<file path="src/rtl/cart_loader.sv">
// cart_loader: turns the HPS ioctl download stream into paced 16-bit writes
// to the cartridge ROM dual-port RAM, one write per ce window, while snooping
// the cartridge header bytes the mappers need.
module cart_loader #(
  parameter int         ADDR_W  = 16,
  parameter logic [7:0] IDX_GB  = 8'h01,
  parameter logic [7:0] IDX_GBC = 8'h41,
  parameter logic [7:0] IDX_ALT = 8'h80
) (
  input  logic              clk_sys,
  input  logic              reset,
  input  logic              ce,
  input  logic              ioctl_download,
  input  logic [7:0]        ioctl_index,
  input  logic              ioctl_wr,
  input  logic [24:0]       ioctl_addr,
  input  logic [15:0]       ioctl_dout,
  output logic              ioctl_wait,
  output logic              cart_download,
  output logic              rom_we,
  output logic [ADDR_W-1:0] rom_addr,
  output logic [15:0]       rom_din,
  output logic [7:0]        cart_cgb_flag,
  output logic [7:0]        cart_mbc_type,
  output logic [7:0]        cart_rom_size,
  output logic [7:0]        cart_ram_size,
  output logic              cart_ready,
  output logic              overflow
);

  typedef enum logic [1:0] {IDLE, ARM, WRITE} state_t;

  state_t state;
  state_t state_next;

  logic latch_word;
  logic issue_write;
  logic finish_write;
  logic addr_out_of_range;
  logic pend_out_of_range;
  logic cart_download_prev;
  logic download_start;
  logic unused_addr_lsb;

  // Byte addresses are always even, so bit 0 carries no information.
  assign unused_addr_lsb = ioctl_addr[0];

  assign cart_download = ioctl_download &&
                         ((ioctl_index == IDX_GB) ||
                          (ioctl_index == IDX_GBC) ||
                          (ioctl_index == IDX_ALT));

  // Any set bit above the ROM word-address field means the word cannot be stored.
  assign addr_out_of_range = |ioctl_addr[24:ADDR_W+1];

  assign download_start = cart_download && !cart_download_prev;

  // Handshake state register.
  always_ff @(posedge clk_sys) begin
    if (reset) begin
      state <= IDLE;
    end else begin
      state <= state_next;
    end
  end

  // Next state plus one-cycle strobes that steer the datapath registers.
  always_comb begin
    state_next   = state;
    latch_word   = 1'b0;
    issue_write  = 1'b0;
    finish_write = 1'b0;
    case (state)
      IDLE: begin
        if (ioctl_wr && cart_download) begin
          latch_word = 1'b1;
          state_next = ARM;
        end
      end
      ARM: begin
        if (ce) begin
          issue_write = 1'b1;
          state_next  = WRITE;
        end
      end
      WRITE: begin
        if (ce) begin
          finish_write = 1'b1;
          state_next   = IDLE;
        end
      end
      default: state_next = IDLE;
    endcase
  end

  // Registered outputs: word latch, write pacing, status flags and header snoop.
  always_ff @(posedge clk_sys) begin
    if (reset) begin
      ioctl_wait         <= 1'b0;
      rom_we             <= 1'b0;
      rom_addr           <= '0;
      rom_din            <= '0;
      cart_cgb_flag      <= '0;
      cart_mbc_type      <= '0;
      cart_rom_size      <= '0;
      cart_ram_size      <= '0;
      cart_ready         <= 1'b0;
      overflow           <= 1'b0;
      pend_out_of_range  <= 1'b0;
      cart_download_prev <= 1'b0;
    end else begin
      cart_download_prev <= cart_download;
      if (download_start) begin
        cart_ready <= 1'b0;
        overflow   <= 1'b0;
      end
      if (latch_word) begin
        ioctl_wait        <= 1'b1;
        rom_addr          <= ioctl_addr[ADDR_W:1];
        rom_din           <= ioctl_dout;
        pend_out_of_range <= addr_out_of_range;
        if (ioctl_addr == 25'h142) begin
          cart_cgb_flag <= ioctl_dout[15:8];
        end
        if (ioctl_addr == 25'h146) begin
          cart_mbc_type <= ioctl_dout[15:8];
        end
        if (ioctl_addr == 25'h148) begin
          cart_rom_size <= ioctl_dout[7:0];
          cart_ram_size <= ioctl_dout[15:8];
        end
      end
      if (issue_write) begin
        if (pend_out_of_range) begin
          overflow <= 1'b1;
        end else begin
          rom_we <= 1'b1;
        end
      end
      if (finish_write) begin
        rom_we     <= 1'b0;
        ioctl_wait <= 1'b0;
        if (rom_we) begin
          cart_ready <= 1'b1;
        end
      end
    end
  end

endmodule
</file>
<file path="config.mk">
export PLATFORM = sky130hd
export DESIGN_NAME = cart_loader
export DESIGN_NICKNAME = d
export VERILOG_FILES = /design/src/rtl/cart_loader.sv
export SDC_FILE = /design/constraint.sdc
export NUM_CORES = 1
export LEC_CHECK = 0
export BUFFER_PORTS_ARGS = -buffer_cell sky130_fd_sc_hd__buf_2
export CAP_MARGIN = 20
export CORE_MARGIN = 2
export CORE_UTILIZATION = 43
export CTS_CLUSTER_SIZE = 14
export DETAILED_ROUTE_END_ITERATION = 16
export PLACE_DENSITY = 0.76
export SLEW_MARGIN = 20
export SYNTH_ARGS = -nofsm -noshare
export SYNTH_HDL_FRONTEND = slang
export SYNTH_SLANG_ARGS = --single-unit
</file>
<file path="constraint.sdc">
create_clock -name clk_sys -period 1.6 [get_ports clk_sys]
set_input_delay 0.24 -clock clk_sys [delete_from_list [all_inputs] [get_ports clk_sys]]
set_output_delay 0.24 -clock clk_sys [all_outputs]
set_load 0.03 [all_outputs]
</file>
==> impl_results.md, run 1 <==
* Ys Warns at 0
* Post-synthesis register bit count at 72
* RSZ-0062 raised after global routing: true
* Vias in the first global route at 2725
* Tightest Hold Check Type: input port to flop
* Setup ws final at -0.138 ns
* Hold_buf cts at 0
* Clk_lat worst skew at 0.34 ns
* Leakage Power at 2.03 nW
* Ranking of synthesized cells by area: dfxtp_1 50%, nand2_1 8.7%, mux2i_1 8.3%
* Antenna cells at 0
* Netlist area before placement at 0.00290 mm²
* Routed vias/inst at 5.27
* Port-buffer cells at 122
* Largest net degree at the start of global routing at 39
* Die Span Y at 86.1 µm
* Final Hold Viols at 0
* Switching part of the total power at 23.0%
* DRC at 0
* Crit-path max FO at 8
* Overall power at 3.51 mW
* Top Ports at 123
* Core area at 0.00642 mm²
* Fraction of layout cells with a size suffix above 1 at 45.6%
* Area leader, netlist: dfxtp_1
* Max Cap Viol at 0
* Internal at 2.70 mW
* Initial antenna violation count at 0
* Register area share after synthesis at 49.8%
* CTS tree: done
* Number of buffers created by CTS at 9
* Crit end category: flop
* Hpwl dp at 5720 µm
* Clk network pwr share at 42.3%
* Violations in the final reports: negative setup slack
* Library cell with the highest instance count after synthesis: dfxtp_1
* Final nets at 536
* Global-route wire length before repair at 12900 µm
* Post-synth top cells: 72 x dfxtp_1, 67 x nand2_1, 44 x a21oi_1
* Worst slew margin at 65.5%
* Asr flop ratio synth at 0%
* Minimum clock period at 1.74 ns
* Cell row count at 29
* Slew Limit Fails at 0
* Post-synth top area share at 49.8%
* Drt wl/cell at 15.7 µm
* DRT iter0 DRCs at 99
* Full die area at 0.00741 mm²
* GP Congestion at 0.833
* 1st-pass router iterations at 4
* H-tree depth at 3
* Mean Syn Cell Area at 9.08 µm²
* Die X at 86.1 µm
* Synth Instances at 319
* Syn Nets at 373
* Via count at 2970
* WL final at 8840 µm
* Grt total ovfl at 0
* Startpoint types: flop
* Sequential power share at 51.1%
* Clk_skew at 0.00731 ns
* Synth cell types at 37
* PD cells at 778 mW/mm²
* Worst-Margin Slew at 0.516 ns
* Combinational power share at 6.6%
* Clock sink count at 72
* Crit Path Category: flop to flop
* Post-Place Setup Slack at -0.263 ns
* Switching power at 807 µW
* Most used flip-flop cell after synthesis: dfxtp_1
* Outcome: complete, but fails checks
* Post-synth EDFFs at 0
* Reg clk slew, reported paths at 0.08 ns
* Max Root-Sink Buffers at 2
* VDD IR max at 0.529 mV
* Tot GR Track Use at 22.0%
* Area delta synth->final at 55.8%
* Clock Tree Root: clkbuf_8
* Crit path arrival time at 1.96 ns
* Starting density of the core at 45.1%
* Tcrit/Tclk final at 109%
* Number of setup violations in the final report at 33
* Critical path required time at 1.82 ns
* Remaining antenna violation count at 0
* F_max at 0.575 GHz
==> cell usage in the layout, fill, tap and decap left out, types with 4 or more instances in the layout <==
master and instances:
nand2b_1 33, nand4_1 10, buf_2 121, buf_4 28
nor2_1 7, o31ai_1 4, a21oi_2 10, dfxtp_1 70
buf_6 7, a21oi_1 34, clkbuf_16 5, mux2i_1 24
clkbuf_8 11, buf_12 6, nand2_1 65, nor4_2 4
==> layout make-up <==
class                   instances  area [µm²]
fillers                       524        1910
multi-input cells             227        1540
flip-flops and latches         72        1440
repair buffers                171        1220
clock buffers                  11         151
well taps                      77        96.3
clock inverters                 5        55.1
inverters                       1        3.75
==> per-stage QoR <==
| step | utilization (%) | TNS (ns) | hold WS, ns | cell area, µm² | cells |
|---|---|---|---|---|---|
| floorplan | - | -1.19 | 0.376 | 2920 | 319 |
| global placement | 59.9 | -4.67 | 0.438 | 3850 | 530 |
| detailed placement | 59.9 | -5.80 | 0.444 | 3850 | 530 |
| CTS | 65.2 | -1.25 | 0.135 | 4190 | 551 |
| global route | 70.3 | -4.86 | 0.140 | 4510 | 564 |
| finish | 70.3 | -1.77 | 0.140 | 4510 | 564 |
==> cell families after synthesis <==
group	after synthesis	synth area share, %
AO/OA/AOI/OAI	60	12.0
buffers and inverters	21	3.02
flip-flops	72	49.8
multiplexers	24	8.29
AND/OR/NAND/NOR	142	27.0
==> flip-flops by register name, indices dropped and copies added, names as in the netlist <==
name                flops
rom_addr               16
rom_din                16
cart_cgb_flag           8
cart_mbc_type           8
cart_ram_size           8
cart_rom_size           8
state                   2
cart_download_prev      1
cart_ready              1
ioctl_wait              1
overflow                1
pend_out_of_range       1
rom_we                  1
==> power by group through the flow <==
stage,sequential (mW),combinational [mW],clock (mW)
after global placement,1.83,0.205,0
after global routing,1.79,0.247,1.58
after detailed placement,1.83,0.207,0
after floorplan,1.84,0.0706,0
final,1.79,0.231,1.49
after CTS,1.79,0.214,1.50
==> metal layers <==
| metal | vias to the layer above | track usage, % | share of wire [%] |
|---|---|---|---|
| met2 | 119 | 34.7 | 47 |
| met3 | 12 | 6.35 | 7.2 |
| li1 | 1435 | - | - |
| met5 | - | 0 | 0 |
| met1 | 1404 | 28.2 | 44 |
| met4 | 0 | 8.95 | 1.7 |
==> what timing repair did <==
item	CTS	global route
setup buffers	2	7
gates cloned	3	6
resized for setup	13	29
endpoints found under the hold margin	0	0
pin swaps	7	10
setup endpoints to repair	33	57
==> worst max-delay path: stages (launching register included) <==
cell       delay [ns]
dfxtp_2          0.34
nor4b_4          0.27
o2111ai_2        0.17
or4_1            0.54
buf_6            0.17
mux2i_1          0.13
==> final timing paths <==
check	startpoint	end	slack [ns]	cells after the start
max	state[1]$_SDFFE_PP0P_	cart_ram_size[2]$_SDFFE_PP0P_	-0.14	5
min reg2reg	rom_addr[14]$_SDFFE_PP0P_	rom_addr[14]$_SDFFE_PP0P_	0.46	2
max reg2reg	state[1]$_SDFFE_PP0P_	cart_ram_size[2]$_SDFFE_PP0P_	-0.14	5
min	ioctl_addr[8]	rom_addr[7]$_SDFFE_PP0P_	0.14	3
Power figures use the tool's default switching activity.
==> run 2: changes to the inputs <==
--- a/config.mk
+++ b/config.mk
@@ -9,6 +9,7 @@
 export CAP_MARGIN = 20
 export CORE_MARGIN = 2
 export CORE_UTILIZATION = 43
+export CTS_BUF_LIST = sky130_fd_sc_hd__clkbuf_16
 export CTS_CLUSTER_SIZE = 14
 export DETAILED_ROUTE_END_ITERATION = 16
 export PLACE_DENSITY = 0.76
==> run 2 against run 1 <==
Effect of this change:
- combinational power shrank 2%
- the run still ends with negative setup slack left
- largest cell class unchanged
- cell area is 3.5% lower
- via count fell by 3.5%
- core utilization shrank 2.5 points
- sequential share of layout area up 1.2 points
- final cell count is 1.8% lower
- clock skew fell by 0.0034 ns
- largest power group is now clock
- fmax grew 0.98%
- non-clock buffer count fell by 10
- power up 13%
==> impl_results.md, run 2 (synthesized netlist as in run 1, its figures left out) <==
* Outcome: complete, but fails checks (unchanged)
* Violations in the final reports: negative setup slack (unchanged)
* Cell row count at 29 (unchanged)
* Tot GR Track Use at 22.1% (was 22.0%)
* Biggest regs: rom_addr x16, rom_din x16 (unchanged)
* Drt wl/cell at 14.9 µm (was 15.7 µm)
* Crit path arrival time at 1.93 ns (was 1.96 ns)
* VDD IR max at 0.552 mV (was 0.529 mV)
* Hold_buf cts at 0 (unchanged)
* Minimum clock period at 1.72 ns (was 1.74 ns)
* Most frequent cells in the layout: 121 x buf_2, 70 x dfxtp_1, 65 x nand2_1 (unchanged)
* Combinational power share at 5.7% (was 6.6%)
* Setup TNS after final layout at -1.10 ns (was -1.77 ns)
* Port-buffer cells at 122 (unchanged)
* Core area at 0.00642 mm² (unchanged)
* HP Start: ioctl_addr[6] (was ioctl_addr[8])
* Fillers at 544 (was 524)
* Crit-path max cell delay at 0.54 ns (about the same)
* Vias in the first global route at 2700 (was 2725)
* Area delta synth->final at 50.3% (was 55.8%)
* 1st-pass router iterations at 5 (was 4)
* Worst-Margin Slew at 0.492 ns (was 0.516 ns)
* Clock Tree Root: clkbuf_16 (was clkbuf_8)
* F_max at 0.581 GHz (was 0.575 GHz)
* CP startpoint: state[1]$_SDFFE_PP0P_ (unchanged)
* Clk_lat worst skew at 0.33 ns (was 0.34 ns)
* Largest net degree at the start of global routing at 39 (unchanged)
* Remaining antenna violation count at 0 (unchanged)
* Crit Path Category: flop to flop (unchanged)
* Number of setup violations in the final report at 20 (was 33)
* Crit-path max FO at 8 (unchanged)
* Antenna cells at 0 (unchanged)
* Number of buffers created by CTS at 9 (unchanged)
* Setup ws final at -0.121 ns (was -0.138 ns)
* Max Cap Viol at 0 (unchanged)
* GP Congestion at 0.833 (unchanged)
* Full die area at 0.00741 mm² (unchanged)
* WL final at 8280 µm (was 8840 µm)
* Launch point of the worst reg-to-reg path: state[1]$_SDFFE_PP0P_ (unchanged)
* DRC at 0 (unchanged)
* Fraction of layout cells with a size suffix above 1 at 43.0% (was 45.6%)
* Most common cell after layout, fill and taps aside: buf_2 (unchanged)
* Clock sink count at 72 (unchanged)
* Leakage Power at 1.97 nW (was 2.03 nW)
* Clk_skew at 0.00391 ns (was 0.00731 ns)
* Worst slew margin at 67.1% (was 65.5%)
* Internal at 3.09 mW (was 2.70 mW)
* Post-Layout Cell Count at 554 (was 564)
* Die X at 86.1 µm (unchanged)
* Tcrit/Tclk final at 108% (was 109%)
* Final Hold Viols at 0 (unchanged)
* Final nets at 526 (was 536)
* CTS tree: done (unchanged)
* Switching power at 859 µW (was 807 µW)
* H-tree depth at 3 (unchanged)
* Hpwl dp at 5720 µm (unchanged)
* Global-route wire length before repair at 12900 µm (about the same)
* Sequential power share at 45.4% (was 51.1%)
* Clk network pwr share at 48.8% (was 42.3%)
* Starting density of the core at 45.1% (unchanged)
* PD cells at 908 mW/mm² (was 778 mW/mm²)
* Routed vias/inst at 5.18 (was 5.27)
* Max Root-Sink Buffers at 2 (unchanged)
* Placed cells at 530 (unchanged)
* Via count at 2867 (was 2970)
* Slowest cell on crit path: or4_1 (unchanged)
* Grt total ovfl at 0 (unchanged)
* Crit end category: flop (unchanged)
* Critical path required time at 1.81 ns (was 1.82 ns)
* Startpoint types: flop (unchanged)
* Tightest Hold Check Type: input port to flop (unchanged)
* Die Span Y at 86.1 µm (unchanged)
* Top Ports at 123 (unchanged)
* Initial antenna violation count at 0 (unchanged)
* RSZ-0062 raised after global routing: true (unchanged)
* Switching part of the total power at 21.7% (was 23.0%)
* CP Cell Sequence: nor4b_4 -> o2111ai_2 -> or4_1 -> buf_6 -> mux2i_1 (unchanged)
* Slew Limit Fails at 0 (unchanged)
* DRT iter0 DRCs at 134 (was 99)
* Reg clk slew, reported paths at 0.06 ns (was 0.08 ns)
## run 2: cell count changes in the layout (fill, tap and decap cells not counted), sizes merged
cell / previous run / this run
buf: 166 / 160
clkbuf: 16 / 10
clkinv: 2 / 4
## run 2: per-stage QoR
stage               hold WS [ns]  setup slack (ns)  total power [mW]  instance area, µm²  util [%]
floorplan                  0.376           -0.0857              1.91                2920         -
CTS                        0.149            -0.129              3.97                4250      66.2
finish                     0.157            -0.121              3.95                4350      67.8
global route               0.163            -0.201              4.08                4350      67.8
global placement           0.438            -0.232              2.04                3850      59.9
detailed placement         0.444            -0.263              2.04                3850      59.9
## run 2: final cells by class
cell class	instances	area, µm²	share of cell area, %
sequential	72	1440	33.2
tap	77	96.3	2.21
timing repair buffer	161	1020	23.3
clock buffer	9	225	5.17
clock inverter	7	62.6	1.44
inverter	1	3.75	0.0862
multi-input combinational	227	1510	34.6
## run 2: routing by layer
metal | vias up | track usage [%] | share of wire [%]
met2 | 104 | 34.0 | 46
met4 | 0 | 10.2 | 1.8
li1 | 1431 | - | -
met5 | - | 0 | 0
met3 | 13 | 6.26 | 8.0
met1 | 1319 | 28.5 | 44
## run 2: path summary, 6_finish.rpt
| kind | to | slack (ns) | cells after the start |
|---|---|---|---|
| max | cart_ram_size[2]$_SDFFE_PP0P_ | -0.12 | 5 |
| min reg2reg | rom_addr[10]$_SDFFE_PP0P_ | 0.45 | 2 |
| max reg2reg | cart_ram_size[2]$_SDFFE_PP0P_ | -0.12 | 5 |
| min | rom_addr[5]$_SDFFE_PP0P_ | 0.16 | 3 |
## run 2: worst max-delay path: cells and delay by family, from the launching register on
family / cells / cell delay (ns)
buffers and inverters: 1 / 0.17
multiplexers: 1 / 0.12
flip-flops: 1 / 0.33
AO/OA/AOI/OAI: 1 / 0.17
AND/OR/NAND/NOR: 2 / 0.81
## run 2: power groups by stage
stage | logic, mW | clock network, mW | registers (mW)
6_report | 0.227 | 1.93 | 1.80
5_1_grt | 0.244 | 2.04 | 1.79
4_1_cts | 0.220 | 1.96 | 1.80
3_5_place_dp | 0.207 | 0 | 1.83
3_3_place_gp | 0.205 | 0 | 1.83
2_1_floorplan | 0.0706 | 0 | 1.84
## run 2: timing repair
| item | 4_1_cts | 5_1_grt |
|---|---|---|
| pin swaps | 6 | 4 |
| setup buffers | 1 | 5 |
| gates cloned | 2 | 0 |
| endpoints found under the setup margin | 34 | 41 |
| resized for setup | 15 | 20 |
==> run 3: changes to the inputs <==
--- a/config.mk
+++ b/config.mk
@@ -5,14 +5,16 @@
 export SDC_FILE = /design/constraint.sdc
 export NUM_CORES = 1
 export LEC_CHECK = 0
+export ABC_CLOCK_PERIOD_IN_PS = 1800
 export BUFFER_PORTS_ARGS = -buffer_cell sky130_fd_sc_hd__buf_2
 export CAP_MARGIN = 20
 export CORE_MARGIN = 2
-export CORE_UTILIZATION = 43
+export CORE_UTILIZATION = 47
 export CTS_BUF_LIST = sky130_fd_sc_hd__clkbuf_16
 export CTS_CLUSTER_SIZE = 14
 export DETAILED_ROUTE_END_ITERATION = 16
-export PLACE_DENSITY = 0.76
+export MAX_ROUTING_LAYER = met4
+export PLACE_DENSITY = 0.79
 export SLEW_MARGIN = 20
 export SYNTH_ARGS = -nofsm -noshare
 export SYNTH_HDL_FRONTEND = slang
==> constraint.sdc (replaced) <==
create_clock -name clk_sys -period 1.8 [get_ports clk_sys]
set_input_delay 0.27 -clock clk_sys [delete_from_list [all_inputs] [get_ports clk_sys]]
set_output_delay 0.27 -clock clk_sys [all_outputs]
set_load 0.03 [all_outputs]
==> run 3 against run 2 <==
Effect of this change:
- the run now ends clean
- die area down 8.1%
- clock power down 11%
- cell area down 6.5%
- via count down 1.7%
- routed wire length down 6.8%
==> impl_results.md, run 3 (synthesized netlist as in run 1, its figures left out) <==
* Vias in the first global route at 2591 (was 2700)
* Port-buffer cells at 122 (unchanged)
* 1st-pass router iterations at 5 (unchanged)
* Remaining antenna violation count at 0 (unchanged)
* Internal at 2.74 mW (was 3.09 mW)
* Full die area at 0.00681 mm² (was 0.00741 mm²)
* Buf/Inv on CP at 1 (unchanged)
* H-tree depth at 3 (unchanged)
* Minimum clock period at 1.74 ns (was 1.72 ns)
* Number of setup violations in the final report at 0 (was 20)
* Clk_skew at 0.00438 ns (was 0.00391 ns)
* Outcome: finished, final reports clean (was complete, but fails checks)
* Cell row count at 28 (was 29)
* Launch point of the worst reg-to-reg path: state[1]$_SDFFE_PP0P_ (unchanged)
* Leakage Power at 1.88 nW (was 1.97 nW)
* Clk network pwr share at 49.1% (was 48.8%)
* Core area at 0.00596 mm² (was 0.00642 mm²)
* Sequential power share at 45.8% (was 45.4%)
* Switching part of the total power at 21.5% (was 21.7%)
* PD cells at 857 mW/mm² (was 908 mW/mm²)
* Slowest cell on crit path: or4_1 (unchanged)
* Max Cap Viol at 0 (unchanged)
* Max Root-Sink Buffers at 2 (unchanged)
* Startpoint types: flop (unchanged)
* Global-route wire length before repair at 11600 µm (was 12900 µm)
* Reg clk slew, reported paths at 0.06 ns (about the same)
* WL final at 7720 µm (was 8280 µm)
* Crit-path max cell delay at 0.54 ns (about the same)
* Antenna cells at 0 (unchanged)
* Tightest Hold Check Type: input port to flop (unchanged)
* Area delta synth->final at 40.6% (was 50.3%)
* Initial antenna violation count at 0 (unchanged)
* Most common cell after layout, fill and taps aside: buf_2 (unchanged)
* Crit path arrival time at 1.95 ns (was 1.93 ns)
* Fraction of layout cells with a size suffix above 1 at 37.7% (was 43.0%)
* CP Cell Sequence: nor4b_2 -> o2111ai_1 -> or4_1 -> buf_4 -> mux2i_1 (was nor4b_4 -> o2111ai_2 -> or4_1 -> buf_6 -> mux2i_1)
* Clock Tree Root: clkbuf_16 (unchanged)
* Worst slew margin at 59.5% (was 67.1%)
* GP Congestion at 0.759 (was 0.833)
* Worst-Margin Slew at 0.607 ns (was 0.492 ns)
* Combinational power share at 5.1% (was 5.7%)
* Setup TNS after final layout at 0 ns (was -1.10 ns)
* Top Ports at 123 (unchanged)
* Final hold slack at 0.195 ns (was 0.157 ns)
* CP top delay family: simple AND/OR/NAND/NOR gates (unchanged)
* Number of buffers created by CTS at 9 (unchanged)
* Grt total ovfl at 0 (unchanged)
* Crit end category: flop (unchanged)
* Crit Path Category: flop to flop (unchanged)
* CTS tree: done (unchanged)
* Die X at 82.5 µm (was 86.1 µm)
* Final nets at 516 (was 526)
* DRT iter0 DRCs at 105 (was 134)
* Drt wl/cell at 14.2 µm (was 14.9 µm)
* Tcrit/Tclk final at 96.7% (was 108%)
* Clock sink count at 72 (unchanged)
* Starting density of the core at 48.6% (was 45.1%)
* Most frequent cells in the layout: 122 x buf_2, 72 x dfxtp_1, 67 x nand2_1 (was 121 x buf_2, 70 x dfxtp_1, 65 x nand2_1)
* Tot GR Track Use at 23.2% (was 22.1%)
* Slew Limit Fails at 0 (unchanged)
* Hpwl dp at 5670 µm (was 5720 µm)
* Via count at 2817 (was 2867)
* HP Start: ioctl_dout[0] (was ioctl_addr[6])
* F_max at 0.574 GHz (was 0.581 GHz)
* Largest net degree at the start of global routing at 43 (was 39)
* CP startpoint: state[1]$_SDFFE_PP0P_ (unchanged)
* VDD IR max at 0.563 mV (was 0.552 mV)
* Final Hold Viols at 0 (unchanged)
* Crit-path max FO at 8 (unchanged)
* DRC at 0 (unchanged)
* Clk_lat worst skew at 0.33 ns (about the same)
* Critical path required time at 2.01 ns (was 1.81 ns)
* Routed vias/inst at 5.20 (was 5.18)
* Switching power at 749 µW (was 859 µW)
* Biggest regs: rom_addr x16, rom_din x16 (unchanged)
* Die Span Y at 82.5 µm (was 86.1 µm)
-- run 3: cell count changes in the layout (fill, tap and decap cells not counted), moves of 3 or more --
cell     previous run  this run
buf_6               6         0
o31ai_1             2         7
o31ai_2             6         1
buf_12              5         1
a21oi_1            41        44
a21oi_2             3         0
-- run 3: worst min-delay path: stages --
cell and delay [ns]:
buf_2 0.11, nand2_1 0.05, a21oi_1 0.05
-- run 3: repair_timing --
action	in CTS	in global routing
hold buffers	0	0
setup buffers	0	0
endpoints found under the setup margin	0	10
resized for setup	0	2
-- run 3: final cells by class --
type                       count  area (µm²)
clock inverter                 7        63.8
clock buffer                   9         225
tap                           75        93.8
sequential                    72        1440
inverter                       1        3.75
multi-input combinational    226        1400
fill                         488        1880
timing repair buffer         152         848
-- run 3: power groups by stage --
stage                     Combinational (mW)  Clock, mW  Sequential, mW
after floorplan                       0.0617          0            1.63
after global placement                 0.174          0            1.63
after detailed placement               0.176          0            1.63
after CTS                              0.177       1.73            1.60
after global routing                   0.193       1.80            1.60
final                                  0.179       1.71            1.60
-- run 3: per-layer routing --
metal	wire length, µm	track usage [%]	vias to the layer above
li1	-	-	1395
met1	3420	27.2	1307
met2	3590	37.7	100
met3	560	5.76	15
met4	140	10.3	0
met5	0	-	-
-- run 3: per-stage QoR --
| step | instances | utilization [%] | setup WS, ns | cell area [µm²] | power [mW] |
|---|---|---|---|---|---|
| final | 542 | 68.4 | 0.0585 | 4070 | 3.49 |
| after global placement | 526 | 63.3 | -0.260 | 3770 | 1.80 |
| after floorplan | 319 | - | 0.0392 | 2900 | 1.70 |
| after CTS | 542 | 68.2 | 0.0470 | 4060 | 3.51 |
| after global routing | 542 | 68.4 | -0.00118 | 4070 | 3.59 |
| after detailed placement | 526 | 63.3 | -0.268 | 3770 | 1.81 |
-- run 3: path summary, 6_finish.rpt --
kind | to | slack [ns] | cells past startpoint
hold reg to reg | rom_din[5]$_SDFFE_PP0P_ | 0.45 | 2
setup / recovery | cart_ram_size[1]$_SDFFE_PP0P_ | 0.06 | 5
hold / removal | rom_din[0]$_SDFFE_PP0P_ | 0.19 | 3
setup reg to reg | cart_ram_size[1]$_SDFFE_PP0P_ | 0.06 | 5
